<file path="src/rtl/axi_lite_pkg.sv">
// Shared AXI-Lite definitions: response codes, write-path states and the
// response returned for accesses that miss the register window.
// Behaviour of out-of-range accesses depends on AXI_LITE_REGFILE_ADDR_ERR_EN.
package axi_lite_pkg;

  localparam logic [1:0] RESP_OKAY   = 2'b00;
  localparam logic [1:0] RESP_SLVERR = 2'b10;

  typedef enum logic [1:0] {
    W_IDLE,
    W_HAVE_AW,
    W_HAVE_W,
    W_RESP
  } wstate_t;

  // Response for an index beyond the last register
  function automatic logic [1:0] oor_resp();
`ifdef AXI_LITE_REGFILE_ADDR_ERR_EN
    return RESP_SLVERR;
`else
    return RESP_OKAY;
`endif
  endfunction

endpackage

</file>
<file path="src/rtl/axi_lite_strb_merge.sv">
// Byte-lane merge: lanes with a set strobe take the new byte, others keep the old.
module axi_lite_strb_merge #(
  parameter int DATA_W = 32
) (
  input  logic [DATA_W-1:0]   old_val,
  input  logic [DATA_W-1:0]   new_val,
  input  logic [DATA_W/8-1:0] strb,
  output logic [DATA_W-1:0]   merged
);

  // Start from the old word and overwrite only the enabled lanes
  always_comb begin
    merged = old_val;
    for (int i = 0; i < DATA_W / 8; i++) begin
      if (strb[i]) merged[i*8 +: 8] = new_val[i*8 +: 8];
    end
  end

endmodule

</file>
<file path="src/rtl/axi_lite_regfile.sv">
// AXI-Lite register file with independent read and write paths.
// Writes accept AW and W in any order; the commit happens as soon as both are
// known and the response follows one cycle later. Reads respond one cycle
// after the AR handshake. Define AXI_LITE_REGFILE_ADDR_ERR_EN to report
// SLVERR for out-of-range indices (otherwise OKAY with dropped writes).
module axi_lite_regfile
  import axi_lite_pkg::*;
#(
  parameter int ADDR_W  = 8,
  parameter int DATA_W  = 32,
  parameter int REG_NUM = 16
) (
  input  logic                      clk,
  input  logic                      rst_n,
  input  logic                      awvalid,
  output logic                      awready,
  input  logic [ADDR_W-1:0]         awaddr,
  input  logic [2:0]                awprot,
  input  logic                      wvalid,
  output logic                      wready,
  input  logic [DATA_W-1:0]         wdata,
  input  logic [DATA_W/8-1:0]       wstrb,
  output logic                      bvalid,
  input  logic                      bready,
  output logic [1:0]                bresp,
  input  logic                      arvalid,
  output logic                      arready,
  input  logic [ADDR_W-1:0]         araddr,
  input  logic [2:0]                arprot,
  output logic                      rvalid,
  input  logic                      rready,
  output logic [DATA_W-1:0]         rdata,
  output logic [1:0]                rresp,
  output logic [REG_NUM*DATA_W-1:0] regs_o,
  output logic [REG_NUM-1:0]        wr_pulse_o
);

  localparam int STRB_W = DATA_W / 8;
  localparam int OFF    = $clog2(STRB_W);
  localparam int IDX_W  = (REG_NUM > 1) ? $clog2(REG_NUM) : 1;

  logic                rdy;
  wstate_t             wstate, wnext;
  logic [ADDR_W-1:0]   awaddr_q;
  logic [DATA_W-1:0]   wdata_q;
  logic [STRB_W-1:0]   wstrb_q;
  logic [DATA_W-1:0]   regs [REG_NUM];

  logic                aw_hs, w_hs, ar_hs, commit;
  logic [ADDR_W-1:0]   c_addr, widx_full, ridx_full;
  logic [DATA_W-1:0]   c_data, old_val, merged;
  logic [STRB_W-1:0]   c_strb;
  logic [IDX_W-1:0]    widx, ridx;
  logic                w_inr, r_inr;
  logic                unused_prot;

  assign unused_prot = ^{awprot, arprot};

  assign awready = rdy && (wstate == W_IDLE || wstate == W_HAVE_W);
  assign wready  = rdy && (wstate == W_IDLE || wstate == W_HAVE_AW);
  assign bvalid  = (wstate == W_RESP);
  assign arready = rdy && !rvalid;

  assign aw_hs  = awvalid && awready;
  assign w_hs   = wvalid && wready;
  assign ar_hs  = arvalid && arready;
  assign commit = (aw_hs || wstate == W_HAVE_AW) && (w_hs || wstate == W_HAVE_W);

  // A channel arriving this cycle is used directly, otherwise its held copy
  assign c_addr    = aw_hs ? awaddr : awaddr_q;
  assign c_data    = w_hs ? wdata : wdata_q;
  assign c_strb    = w_hs ? wstrb : wstrb_q;
  assign widx_full = c_addr >> OFF;
  assign widx      = widx_full[IDX_W-1:0];
  assign w_inr     = 32'(widx_full) < REG_NUM;
  assign old_val   = w_inr ? regs[widx] : '0;

  assign ridx_full = araddr >> OFF;
  assign ridx      = ridx_full[IDX_W-1:0];
  assign r_inr     = 32'(ridx_full) < REG_NUM;

  axi_lite_strb_merge #(.DATA_W(DATA_W)) u_merge (
    .old_val (old_val),
    .new_val (c_data),
    .strb    (c_strb),
    .merged  (merged)
  );

  for (genvar g = 0; g < REG_NUM; g++) begin : g_flat
    assign regs_o[g*DATA_W +: DATA_W] = regs[g];
  end

  // Write-path state register; ready flag opens the channels after reset
  always_ff @(posedge clk or negedge rst_n) begin
    if (!rst_n) begin
      wstate <= W_IDLE;
      rdy    <= 1'b0;
    end else begin
      wstate <= wnext;
      rdy    <= 1'b1;
    end
  end

  // Write-path next state: collect AW and W, then wait for the response accept
  always_comb begin
    wnext = wstate;
    case (wstate)
      W_IDLE: begin
        if (aw_hs && w_hs) wnext = W_RESP;
        else if (aw_hs)    wnext = W_HAVE_AW;
        else if (w_hs)     wnext = W_HAVE_W;
      end
      W_HAVE_AW: if (w_hs)  wnext = W_RESP;
      W_HAVE_W:  if (aw_hs) wnext = W_RESP;
      W_RESP:    if (bready) wnext = W_IDLE;
      default:   wnext = W_IDLE;
    endcase
  end

  // Holding registers, write response code and commit strobes
  always_ff @(posedge clk or negedge rst_n) begin
    if (!rst_n) begin
      awaddr_q   <= '0;
      wdata_q    <= '0;
      wstrb_q    <= '0;
      bresp      <= RESP_OKAY;
      wr_pulse_o <= '0;
    end else begin
      if (aw_hs) awaddr_q <= awaddr;
      if (w_hs) begin
        wdata_q <= wdata;
        wstrb_q <= wstrb;
      end
      wr_pulse_o <= '0;
      if (commit) begin
        bresp <= w_inr ? RESP_OKAY : oor_resp();
        if (w_inr) wr_pulse_o[widx] <= 1'b1;
      end
    end
  end

  // Register storage; out-of-range writes leave everything untouched
  always_ff @(posedge clk or negedge rst_n) begin
    if (!rst_n) begin
      for (int i = 0; i < REG_NUM; i++) regs[i] <= '0;
    end else if (commit && w_inr) begin
      regs[widx] <= merged;
    end
  end

  // Read path: capture the pre-write register value on AR, hold until accepted
  always_ff @(posedge clk or negedge rst_n) begin
    if (!rst_n) begin
      rvalid <= 1'b0;
      rdata  <= '0;
      rresp  <= RESP_OKAY;
    end else if (ar_hs) begin
      rvalid <= 1'b1;
      rdata  <= r_inr ? regs[ridx] : '0;
      rresp  <= r_inr ? RESP_OKAY : oor_resp();
    end else if (rvalid && rready) begin
      rvalid <= 1'b0;
    end
  end

endmodule

</file>
<file path="config.mk">
export PLATFORM = sky130hd
export DESIGN_NAME = axi_lite_regfile
export DESIGN_NICKNAME = d
export VERILOG_FILES = /design/src/rtl/axi_lite_pkg.sv /design/src/rtl/axi_lite_strb_merge.sv /design/src/rtl/axi_lite_regfile.sv
export SDC_FILE = /design/constraint.sdc
export NUM_CORES = 1
export LEC_CHECK = 0
export BUFFER_PORTS_ARGS = -buffer_cell sky130_fd_sc_hd__buf_2
export CELL_PAD_IN_SITES_DETAIL_PLACEMENT = 1
export CELL_PAD_IN_SITES_GLOBAL_PLACEMENT = 1
export CORE_MARGIN = 2
export CORE_UTILIZATION = 49
export DETAILED_ROUTE_END_ITERATION = 8
export GPL_TIMING_DRIVEN = 0
export HOLD_SLACK_MARGIN = 0.06
export PLACE_DENSITY_LB_ADDON = 0.15
export REMOVE_ABC_BUFFERS = 1
export SYNTH_ARGS = -nofsm -noshare
export SYNTH_HDL_FRONTEND = slang
export SYNTH_HIERARCHICAL = 1
export SYNTH_SLANG_ARGS = --single-unit
export TNS_END_PERCENT = 100
</file>
<file path="constraint.sdc">
create_clock -name clk -period 8.3 [get_ports clk]
set_input_delay 1.245 -clock clk [delete_from_list [all_inputs] [get_ports clk]]
set_output_delay 1.245 -clock clk [all_outputs]
set_load 0.05 [all_outputs]
</file>
Word-level counts from Yosys, hierarchy flattened
Cells that the tools add are included.
{"block": "word_totals", "elab_cells": 92, "inputBits": 65, "register_bits": 608, "out_inout_bits": 569}
{"block": "op_classes", "n_mux": 31, "n_eq_ne": 7, "reduce_logical": 20, "bitwise": 2, "magnitude_cmp": 7}
{"operator": "$bwmux 512", "n": 1}
{"operator": "$bmux 32 s4", "n": 2}
{"operator": "$mux 32", "n": 8}
{"operator": "$demux 32 s4", "n": 1}
{"operator": "$mux 8", "n": 5}
{"operator": "$mux 16", "n": 2}
{"operator": "$logic_and 1x1->1", "n": 12}
{"operator": "$lt 6x5->1 const B", "n": 2}
{"operator": "$mux 2", "n": 6}
{"operator": "$ge 5x5->1 const B", "n": 2}
{"operator": "$not 4->5", "n": 2}
{"operator": "$pmux 2 s4", "n": 1}
{"operator": "$lt 4x5->1 const B", "n": 1}
{"operator": "$lt 5x1->1 const B", "n": 1}
{"operator": "$demux 1 s4", "n": 1}
{"operator": "$eq 2x2->1 const B", "n": 2}
{"operator": "$ge 4x1->1 const B", "n": 1}
{"operator": "$logic_or 1x1->1", "n": 4}
{"operator": "$mux 4", "n": 1}
{"operator": "$ne 2x2->1 const B", "n": 2}
{"operator": "$ne 4x3->1 const B", "n": 1}
{"operator": "$reduce_and 4->1", "n": 1}
{"operator": "$mux 1", "n": 3}
{"operator": "$eq 2x1->1 const B", "n": 1}
{"operator": "4 further kinds", "n": 4}

Depth between registers and ports, before layout
Gate-level depths: netlist of run 1.
{"block": "depth", "ltp_word": 12, "depth_mapped": 15, "depth_no_buf": 10}

Cells and area by module
The synthesis of run 1 kept the hierarchy.
{"module": "axi_lite_regfile", "cells_each": 2296, "n_inst": 1, "seq_area_each_um2": 15164.5, "area_per_inst_um2": 30838.3}
{"module": "axi_lite_strb_merge", "cells_each": 36, "n_inst": 1, "seq_area_each_um2": 0.0, "area_per_inst_um2": 525.5}

Worst setup path after synthesis of run 1
Ideal clock, no wire load.
{"block": "synth_path", "path_kind": "input-to-reg", "startpoint": "input awvalid", "endpoint": "register regs, in the netlist regs_o[103]", "setup_ns": 0.125, "path_slack_ns": 4.645, "path_stages": 12, "path_buffers": 4, "t_required_ns": 8.175, "t_arrival_ns": 3.531, "path_cell_list": "o211ai_2 -> buf_4 -> mux2i_4 -> inv_2 -> buf_4 -> nor2_4 -> clkbuf_1 -> a32oi_1 -> and4_1 -> mux2_4 -> clkbuf_1 -> mux2_2"}
{"block": "synth_between", "elab_chain_len": 9, "word_cells_on_any_way": 18, "classes_between": "3 x order compare; 9 x mux; 1 x bitwise; 5 x reduce/logical"}
{"element": "start: declaration", "line_no": "axi_lite_regfile.sv:15", "rtl": "input logic awvalid,"}
{"element": "$logic_and 1x1->1 (*)", "line_no": "axi_lite_regfile.sv:64", "rtl": "assign aw_hs = awvalid && awready;"}
{"element": "$mux 8 (*)"}
{"element": "$not 4->5 (implied by the code)", "line_no": "axi_lite_regfile.sv:76", "rtl": "assign old_val = w_inr ? regs[widx] : '0;"}
{"element": "$bmux 32 s4", "line_no": "axi_lite_regfile.sv:76"}
{"element": "$mux 32 (implied by the code) (2 in series)", "line_no": "axi_lite_regfile.sv:76"}
{"element": "$mux 32 (*)", "line_no": "axi_lite_regfile.sv:76"}
{"element": "named net old_val[7]", "line_no": "axi_lite_regfile.sv:51", "rtl": "logic [DATA_W-1:0] c_data, old_val, merged;"}
{"element": "$mux 8 (*)", "line_no": "axi_lite_strb_merge.sv:15", "rtl": "if (strb[i]) merged[i*8 +: 8] = new_val[i*8 +: 8];"}
{"element": "named net merged[7]", "line_no": "axi_lite_regfile.sv:51"}
{"element": "$bwmux 512 (*)", "line_no": "axi_lite_regfile.sv:147", "rtl": "regs[widx] <= merged;"}
{"element": "end signal: indexed assignment", "line_no": "axi_lite_regfile.sv:147"}
{"element": "end: declaration", "line_no": "axi_lite_regfile.sv:47", "rtl": "logic [DATA_W-1:0] regs [REG_NUM];"}
The timed path passes the listed nets; every way through them passes the cells marked *. The select of a mux whose other input is x is not followed.
A chain may end at the register's enable or synchronous reset.

Final worst setup path of run 1
{"block": "layout_path", "startpoint": "register wstate[0]", "endpoint": "register regs, in the netlist regs_o[331]"}
{"block": "layout_between", "elab_chain_len": 12, "word_cells_on_any_way": 29, "classes_between": "3 x order compare; 2 x eq/ne; 11 x mux; 1 x bitwise; 12 x reduce/logical"}
{"element": "start: declaration", "line_no": "axi_lite_regfile.sv:43", "rtl": "wstate_t wstate, wnext;"}
{"element": "start signal: assignment", "line_no": "axi_lite_regfile.sv:99", "rtl": "wstate <= wnext;"}
{"element": "$eq 2x2->1 / $logic_not 2->1 (equally long branches)", "line_no": "axi_lite_regfile.sv:59, axi_lite_regfile.sv:67, axi_lite_regfile.sv:60"}
{"element": "$logic_or 1x1->1", "line_no": "axi_lite_regfile.sv:59", "rtl": "assign awready = rdy && (wstate == W_IDLE || wstate == W_HAVE_W);"}
{"element": "$logic_and 1x1->1", "line_no": "axi_lite_regfile.sv:59"}
{"element": "$logic_and 1x1->1", "line_no": "axi_lite_regfile.sv:64"}
{"element": "$mux 8"}
{"element": "$not 4->5 (implied by the code)", "line_no": "axi_lite_regfile.sv:76, axi_lite_regfile.sv:147"}
{"element": "$bmux 32 s4", "line_no": "axi_lite_regfile.sv:76"}
{"element": "$mux 32 (implied by the code) (2 in series)", "line_no": "axi_lite_regfile.sv:76"}
{"element": "$mux 32", "line_no": "axi_lite_regfile.sv:76"}
{"element": "$mux 8", "line_no": "axi_lite_strb_merge.sv:15"}
{"element": "$bwmux 512", "line_no": "axi_lite_regfile.sv:147"}
Parallel ways exist; a longest one is shown, timed or not. The select of a mux whose other input is x is not followed.

==> out/qor.yml, run 1 <==
status: "complete, no violations"
totalWireLength_mm: 132
max_freq_mhz: 182
synth_area_mm2: 0.0314
drive_above_1_share_pct: 53.5
reg2reg_from: "wstate[0]"
clk_latency_ns: 0.63
wire_per_inst_um: 34.9
synthArstFlopShare_pct: 100
rrSetupSlack_ns: 2.79
setup_viol: 0
leakage_nw: 18.7
cpPeakStageDelay_ns: 1.04
finalSetupTns_ns: 0
fill_cells: 6226
cp_max_fo: 40
drc: 0
gp_congestion: 0.853
cts_root_buf: "clkbuf_16"
slew_viol_final: 0
io_buffers: 619
ys_ff_latch: 606
power.density_mw_per_mm2: 458
avgViaCountPerCell: 6.54
tightest_slew_ns: 1.38
crit_path_end_kind: "flop"
min_from: "rdata[25]"
synth_ff_type: "dfrtp_1"
die-height_um: 257
rsz0062_at_grt: "false"
clockBufferDepth: 3
synth_cell_types: 40
hpwl_mm: 87.3
drtPass1Iterations: 5
slew_headroom_pct: 8.14
htree_levels: 3
boundaryPins: 634
skew_ns: 0.0266
critPathKind: "reg2reg"
cp.required_ns: 8.81
netlist_instances: 2332
fin_area_mm2: 0.0386
syn2layout_area_growth_pct: 23.2
coreArea_mm2: 0.0632
clkTransAtPathRegs_ns: 0.06
post_cts_buffers: 0
cts_repair_resize_count: 0
route.vias.total: 24700
vdd_drop_max_mv: 0.304
grt_pass1_vias: 26100
finalHoldViolCount: 0
cp_slowest_cell: "inv_2"
critPathBufInv: 5
gr-total-overflow: 0
grt_max_degree: 121
fin_crit_sh_pct: 66.4
dpl-instance-area_mm2: 0.0363
crit_start: "wstate[0]"
finalCriticalPeriod_ns: 5.51
rows: 92
grt_pass1_wl_mm: 189
ant_nets: 0
arrival_ns: 6.02
syn_avg_cell_area_um2: 13.4
synth_enable_flop_cells: 0
drv_cap: 0
cts_tree: "yes"
layout_commonest_cell: "buf_2"
floorplan.die_area_mm2: 0.0660
crit_chain: "inv_1 > ha_1 > o211ai_4 > buf_16 > mux2i_4 > inv_2 > nand4_2 > nor2_4 > buf_16 > buf_16 > mux2_2"
final_nets: 2943
hp-class: "reg2reg"
start_kind: "flop"
yosysWarningCount: 6
final_cell_mix: "buf_2, dfrtp_1, mux2_2, nand2_1, mux4_2"
ys_seq_area_share_pct: 48.4
clock_sinks: 606
grt_usage_pct: 39.5
drt_iter0_markers: 2291
crit_top_cell: "buf_16"
start_util_pct: 49.6
die_w_um: 257
antenna_found_initial: 8
cts_hold_buf: 0
path_delay_family: "buffers and inverters"
cts_buffers: 69
fin_util_pct: 61.2
## power by group
part / switching [mW] / leakage [nW] / internal [mW] / total (mW)
Clock: 1.28 / 1.12 / 1.84 / 3.12
Combinational: 6.65 / 9.32 / 2.91 / 9.56
Sequential: 1.08 / 8.26 / 3.92 / 5.00
## final timing paths
path                       cells past startpoint           to
min                                            2    rdata[25]
max                                           11  regs_o[331]
min in group asynchronous                      1    rdata[19]
max in group asynchronous                      4     rdata[6]
max reg2reg                                   11  regs_o[331]
min reg2reg                                    2    rdata[25]
## metrics by stage
step / cells / hold slack (ns) / total power [mW] / setup WS (ns)
floorplan: 2119 / 0.446 / 11.1 / -0.807
global placement: 3584 / 0.460 / 13.9 / -11.93
detailed placement: 3648 / 0.465 / 14.4 / 2.39
CTS: 3771 / 0.479 / 17.6 / 2.75
global route: 3777 / 0.497 / 18.2 / 2.65
finish: 3780 / 0.477 / 17.7 / 2.79
## state kept, by name, indices dropped and copies added, names as in the netlist
signal,flops
wstrb_q,4
wstate,2
rvalid,1
rdata,32
awaddr_q,6
rdy,1
wdata_q,32
regs_o,512
wr_pulse_o,16
## per-layer routing
metal	vias up	routed length, µm	track usage, %	part of all wire (%)
li1	9838	-	-	-
met1	13100	49500	49.3	38
met2	1354	63200	64.0	48
met3	408	12000	10.9	9.1
met4	2	7040	18.6	5.3
met5	-	15	0	0.011
## cell usage after synthesis (2+ instances only)
library cell	number	share of area [%]
a21oi_1	5	0.080
nor2_2	5	0.10
a32oi_1	63	1.8
nor2_1	22	0.26
a2111oi_0	32	0.89
and4_1	32	0.89
dfrtp_1	606	48
ha_1	5	0.20
nand2_1	239	2.9
o21a_1	2	0.048
mux2_4	32	1.5
buf_1	17	0.20
nand4_1	3	0.060
a211oi_1	36	0.86
nor2b_1	6	0.12
a221oi_1	32	0.89
conb_1	2	0.024
inv_2	2	0.024
buf_2	71	1.1
buf_6	4	0.14
a31oi_1	32	0.64
mux2_2	550	20
clkbuf_1	108	1.3
buf_4	16	0.38
o21ai_0	35	0.56
mux2i_1	133	4.2
mux4_2	160	11
inv_1	70	0.84
## worst reg2reg max path, cell delays in order (launching register included)
cell      delay (ns)
dfrtp_1         0.42
inv_1           0.13
ha_1            0.33
o211ai_4        0.73
buf_16          0.26
mux2i_4         0.21
inv_2           1.04
nand4_2         0.53
nor2_4          0.96
buf_16          0.25
buf_16          0.18
mux2_2          0.38
## cells by family (layout without fill, tap and decap cells)
| logic type | count (synthesis) | count (layout) | share of synthesized area (%) |
|---|---|---|---|
| buffers and inverters | 288 | 878 | 4.02 |
| multiplexers | 876 | 876 | 37.1 |
| other | 2 | 14 | 0.0239 |
| adder cells (fa/ha/maj) | 5 | 5 | 0.199 |
| AO/OA/AOI/OAI | 242 | 242 | 5.88 |
| AND/OR/NAND/NOR | 313 | 313 | 4.44 |
| flip-flops | 606 | 606 | 48.4 |
## final cells by class
cell class | instances | area, µm² | share of cell area, %
timing repair buffer | 683 | 4650 | 12.0
clock inverter | 13 | 163 | 0.421
antenna | 9 | 22.5 | 0.0583
tap | 846 | 1060 | 2.74
inverter | 72 | 278 | 0.719
multi-input combinational | 1441 | 15200 | 39.3
clock buffer | 110 | 2110 | 5.47
sequential | 606 | 15200 | 39.2
(Power assumes the default switching activity.)
==> inputs of run 2 (changes only) <==
ABC_AREA = 1   (was not set)
CORE_UTILIZATION = 36   (was 49)
clock period = 4.4 ns   (was 8.3 ns; I/O delays follow)
==> out/qor.yml, run 2 <==
path_delay_family: "simple AND/OR/NAND/NOR gates"
floorplan.die_area_mm2: 0.0969  # +47%
synthArstFlopShare_pct: 100  # unchanged
hold_end: "rvalid"
layout_setup_ws_ns: 0.263  # -2.53 ns
synth_area_leaders: "dfrtp_1, nand2_1, nand3_1, o21ai_0, inv_1"
cp_max_fo: 49  # +23%
synth_xor_area_share_pct: 0  # unchanged
io_buffers: 619  # unchanged
clkTransAtPathRegs_ns: 0.06  # about the same
crit_path_end_kind: "flop"
tightest_slew_ns: 0.993  # -0.383 ns
crit_chain: "inv_1 > ha_1 > inv_2 > nand2_2 > nand3_4 > buf_4 > nand2_8 > nand2_8 > buf_16 > nand2_1 > nor2_1 > nand2_4 > buf_16 > nand2_1 > o21ai_1"
rsz0062_at_grt: "false"
slew_viol_final: 0  # unchanged
yosys.area_share.simple_pct: 27.8  # +23 points
grt_max_degree: 161  # +33%
synth_ff_type: "dfrtp_1"
cts_buffers: 75  # +8.7%
critPathBufInv: 5  # unchanged
route.vias.total: 36100  # +46%
min_path_cells: 2  # unchanged
ys_seq_area_share_pct: 44.6  # -3.7 points
critPathKind: "reg2reg"
netlist_instances: 4885  # +110%
clockBufferDepth: 3  # unchanged
fin_util_pct: 44.2  # -17 points
wire_per_inst_um: 25.4  # -27%
rrSetupSlack_ns: 0.26  # -2.53 ns
ys_ff_latch: 606  # unchanged
htree_levels: 3  # unchanged
yosys.area.top_type: "dfrtp_1"
cpPeakStageDelay_ns: 0.54  # -0.50 ns
drive_above_1_share_pct: 16.5  # -37 points
gp_congestion: 0.795  # -6.8%
status: "complete, no violations"
die_w_um: 311  # +21%
vdd_drop_max_mv: 0.470  # +55%
drtPass1Iterations: 5  # unchanged
r2r_cells: 15  # +4
syn_avg_cell_area_um2: 6.96  # -48%
clock_sinks: 606  # unchanged
largest_reg_flops: 512  # unchanged
clk_latency_ns: 0.66  # +0.03 ns
max_freq_mhz: 242  # +33%
fin_crit_sh_pct: 94.0  # +28 points
grt_pass1_wl_mm: 245  # +30%
layout_commonest_cell: "nand2_1"
min_from: "rready"
ant_nets: 0  # unchanged
boundaryPins: 634  # unchanged
leakage_nw: 21.4  # +14%
setup_viol: 0  # unchanged
antenna_found_initial: 9  # +1
arrival_ns: 4.65  # -1.37 ns
cp_slowest_cell: "nand2_8"
avgViaCountPerCell: 5.47  # -16%
start_kind: "flop"
final_cell_mix: "nand2_1, buf_2, dfrtp_1, inv_1, nand3_1"
finalCriticalPeriod_ns: 4.14  # -1.37 ns
yosysWarningCount: 6  # unchanged
skew_ns: 0.0217  # -0.00490 ns
grt_pass1_vias: 35700  # +37%
fill_cells: 12000  # +92%
totalWireLength_mm: 168  # +27%
final_nets: 5353  # +82%
drt_iter0_markers: 2946  # +29%
cts_tree: "yes"
synth_compound_area_share_pct: 16.5  # +11 points
rows: 112  # +22%
synth_mux_area_share_pct: 0  # -37 points
hpwl_mm: 106  # +21%
grt_usage_pct: 33.9  # -5.6 points
syn2layout_area_growth_pct: 21.6
synth_top_cell_area_share_pct: 44.6  # -3.7 points
start_util_pct: 36.4  # -13 points
yosys.area_share.adder_pct: 0.184  # -0.015 points
reg2reg_from: "wstate[0]"
drc: 0  # unchanged
synth_common_cells: "nand2_1, dfrtp_1, inv_1"
die-height_um: 311  # +21%
cp.required_ns: 4.91  # -3.90 ns
slew_headroom_pct: 33.8  # +26 points
synth_cell_types: 30  # -25%
r2r-end: "regs_o[323]"
pre_cts_ws_ns: -0.523  # -2.91 ns
cts_root_buf: "clkbuf_16"
gr-total-overflow: 0  # unchanged
synth_most_common_cell: "nand2_1"
hp-class: "in2reg"
coreArea_mm2: 0.0935  # +48%
synth_enable_flop_cells: 0  # unchanged
synth_area_mm2: 0.0340  # +8.4%
drv_cap: 0  # unchanged
synth_top_family_by_area: "simple AND/OR/NAND/NOR gates"
power.density_mw_per_mm2: 572  # +25%
finalHoldViolCount: 0  # unchanged
run 2: cell families after synthesis:
| group | count (synthesis) |
|---|---|
| simple gates | 2354 |
| other cells | 2 |
| flops | 606 |
| buf+inv | 895 |
| fa+ha+maj | 5 |
| compound gates | 1023 |
run 2: cell type report:
type	instances	area [µm²]	share of cell area (%)
Antenna cell	1	2.50	0.00605
Clock buffer	111	2230	5.40
Clock inverter	24	282	0.681
Inverter	509	1930	4.67
Multi-Input combinational cell	3390	15400	37.2
Sequential cell	606	15200	36.7
Tap cell	1254	1570	3.79
Timing Repair Buffer	701	4780	11.6
run 2: report_power, final:
| group | switching (mW) | leakage (nW) | internal, mW |
|---|---|---|---|
| logic | 8.01 | 11.8 | 2.77 |
| clock network | 2.71 | 1.25 | 3.81 |
| registers | 0.340 | 8.38 | 6.02 |
run 2: routing by layer:
layer  GRT usage, %  wire length (µm)
met5              0               102
met4           14.0              7710
met3           6.96             12200
met2           55.3             77900
met1           43.9             69700
run 2: worst max path at each step:
stage	startpoint	endpoint	slack (ns)	cells past startpoint
after detailed placement	wstate[0]	regs_o[184]	-0.52	22
after global routing	wstate[0]	regs_o[180]	0.01	20
after floorplan	wstate[0]	regs_o[504]	-4.97	10
final	wstate[0]	regs_o[323]	0.26	15
after CTS	wstate[0]	regs_o[267]	0.04	13
after global placement	wstate[0]	regs_o[439]	-15.43	10
run 2: timing repair:
item	CTS	global route
pin swaps	5	1
cloned	3	0
hold buffers	1	0
resized for setup	10	3
endpoints found under the setup margin	516	127
hold endpoints to repair	62	0
buffers inserted	13	0
run 2: per-stage QoR:
stage                     total power [mW]  cells  hold slack [ns]  area, µm²  setup TNS [ns]
after global routing                  25.0   6596            0.166      41400               0
after CTS                             23.7   6595            0.148      41300               0
after detailed placement              16.9   6443            0.462      38600         -148.62
after floorplan                       13.1   4502            0.364      32200        -2321.58
after global placement                17.5   6375            0.458      36900               -
final                                 23.7   6596            0.185      41400               0
run 2: worst register-to-register path: stages, from the launching register on:
cell,delay [ns]
dfrtp_1,0.38
inv_1,0.11
ha_1,0.27
inv_2,0.07
nand2_2,0.08
nand3_4,0.19
buf_4,0.19
nand2_8,0.35
nand2_8,0.57
buf_16,0.35
nand2_1,0.26
nor2_1,0.29
nand2_4,0.35
buf_16,0.32
nand2_1,0.16
o21ai_1,0.07
==> inputs of run 3 (changes only) <==
clock period = 3.8 ns   (was 4.4 ns; I/O delays follow)
==> out/qor.yml, run 3 (synthesized netlist as in run 2, its figures left out) <==
syn2layout_area_growth_pct: 25.0
finalHoldViolCount: 0  # unchanged
layout_setup_ws_ns: 0.0298  # -0.233 ns
drc: 0  # unchanged
min_path_cells: 3  # +1
crit_path_end_kind: "flop"
finalPower_mw: 29.2  # +24%
rows: 112  # unchanged
avgViaCountPerCell: 5.55  # +1.5%
m1WireLength_mm: 73.2  # +5.1%
antenna_found_initial: 11  # +2
grt_max_degree: 161  # unchanged
final_nets: 5403  # +0.93%
pre_cts_ws_ns: -1.12  # -0.600 ns
start_util_pct: 36.4  # unchanged
fin_hold_ws_ns: 0.122  # -0.0629 ns
slew_headroom_pct: 32.8  # -0.95 points
p_int_mw: 15.4  # +23%
finalNonFillerCells: 6649  # +0.80%
min_from: "wdata[27]"
crit_chain: "inv_1 > ha_1 > inv_1 > a21oi_4 > nand2_8 > inv_6 > buf_12 > o22ai_2 > nor2_8 > buf_12 > buf_4 > nand2_4 > buf_16 > nand2_1 > o21ai_0"
ant_nets: 0  # unchanged
fin_crit_sh_pct: 99.2  # +5.2 points
grt_usage_pct: 34.8  # +0.87 points
arrival_ns: 4.30  # -0.35 ns
fin_area_mm2: 0.0425  # +2.8%
drt_iter0_markers: 3300  # +12%
grt_pass1_vias: 36000  # +0.71%
totalWireLength_mm: 178  # +6.0%
cp_max_fo: 45  # -8.2%
crit_start: "wstate[1]"
coreArea_mm2: 0.0935  # unchanged
slew_viol_final: 0  # unchanged
r2r_cells: 15  # unchanged
start_kind: "flop"
clkTransAtPathRegs_ns: 0.06  # about the same
layout_commonest_cell: "nand2_1"
clock_sinks: 606  # unchanged
htree_levels: 3  # unchanged
power_switching_mw: 13.8  # +25%
vdd_drop_max_mv: 0.475  # +0.94%
status: "complete, no violations"
gp_congestion: 0.795  # unchanged
rsz0062_at_grt: "true"
drv_cap: 0  # unchanged
cpPeakStageDelay_ns: 0.42  # -0.12 ns
hpwl_mm: 106  # unchanged
tightest_slew_ns: 1.01  # +0.0143 ns
p_sw_share_pct: 47.1  # +0.42 points
gr-total-overflow: 0  # unchanged
grt_pass1_wl_mm: 250  # +2.0%
clk_latency_ns: 0.67  # about the same
p_comb_share_pct: 48.8  # +3.2 points
boundaryPins: 634  # unchanged
hp-class: "in2reg"
critPathKind: "reg2reg"
io_buffers: 619  # unchanged
die_w_um: 311  # unchanged
final_cell_mix: "nand2_1, buf_2, dfrtp_1, inv_1, nand3_1"
die-height_um: 311  # unchanged
cp.required_ns: 4.33  # -0.58 ns
skew_ns: 0.0240  # +0.00224 ns
maxUsedRoutingLayer: "met5"
clockBufferDepth: 3  # unchanged
dr_wl_met3_mm: 13.8  # +13%
route.vias.total: 36900  # +2.3%
finalCriticalPeriod_ns: 3.77  # -0.367 ns
wire_per_inst_um: 26.7  # +5.1%
place_inst: 6443  # unchanged
cp_slowest_cell: "dfrtp_1"
max_freq_mhz: 265  # +9.7%
wl_met2_mm: 82.3  # +5.6%
reg2reg_from: "wstate[1]"
floorplan.die_area_mm2: 0.0969  # unchanged
drtPass1Iterations: 5  # unchanged
cts_buffers: 75  # unchanged
setup_viol: 0  # unchanged
largest_reg_flops: 512  # unchanged
seqPwrFrac_pct: 25.2  # -1.7 points
cts_tree: "yes"
power.density_mw_per_mm2: 688  # +20%
leakage_nw: 21.6  # +1.2%
cts_root_buf: "clkbuf_16"
drive_above_1_share_pct: 18.1  # +1.6 points
dpl-instance-area_mm2: 0.0386  # unchanged
pwr-share-clk_pct: 26.0  # -1.6 points
[run 3: cell types whose count changed in the layout (fill, tap and decap cells not counted), moves of 5 or more]
| cell | change |
|---|---|
| buf_12 | +20 |
| clkinvlp_4 | +29 |
| nor2_4 | +5 |
| inv_1 | -29 |
| nor2_1 | -10 |
| nand2_1 | -6 |
| nand2_2 | +7 |
| nand2_8 | +11 |
| buf_4 | +11 |
| nor2_2 | +5 |
[run 3: worst paths after layout]
kind | endpoint | slack [ns]
worst max register to register | regs_o[6] | 0.03
worst min register to register | wdata_q[26] | 0.48
min in group asynchronous | regs_o[230] | 0.49
worst max-delay path | regs_o[6] | 0.03
max in group asynchronous | regs_o[286] | 0.94
worst min-delay path | wdata_q[27] | 0.12
[run 3: timing repair]
item                       in CTS  in global routing
setup endpoints to repair     527                519
cloned                          9                 10
resized for setup              41                 50
hold endpoints to repair       63                  0
hold buffers                    2                  0
buffers inserted               24                 22
pin swaps                      10                  5
[run 3: final cells by class]
class | count | area, µm²
Inverter | 509 | 2070
Antenna cell | 4 | 10.0
Tap cell | 1254 | 1570
Clock buffer | 111 | 2230
Multi-Input combinational cell | 3398 | 15700
Fill cell | 11900 | 51000
Timing Repair Buffer | 743 | 5520
Clock inverter | 24 | 282
Sequential cell | 606 | 15200
[run 3: layer usage]
layer  GRT usage [%]  vias up
met5               0        -
met3            7.29      361
li1                -    16500
met2            56.4     1430
met4            14.9       12
met1            45.0    18600
[run 3: per-stage QoR]
step           setup TNS [ns]  util (%)
6_report                    0      45.5
5_1_grt                -0.823      45.5
4_1_cts                -0.155      44.7
3_5_place_dp          -461.09      41.3
3_3_place_gp                -      39.5
2_1_floorplan        -2652.82         -
[run 3: power by group through the flow]
stage	sequential [mW]	combinational (mW)	clock, mW
2_1_floorplan	8.44	6.76	0
3_3_place_gp	7.45	12.8	0
3_5_place_dp	7.45	12.1	0
4_1_cts	7.36	13.1	7.66
5_1_grt	7.43	15.3	7.89
6_report	7.37	14.3	7.59
[run 3: critical path, delay by kind of cell (launching register included)]
| family | cells | cell delay, ns |
|---|---|---|
| AO/OA/AOI/OAI | 3 | 0.58 |
| adder cells (fa/ha/maj) | 1 | 0.24 |
| flip-flops | 1 | 0.42 |
| buffers and inverters | 7 | 1.50 |
| AND/OR/NAND/NOR | 4 | 0.75 |
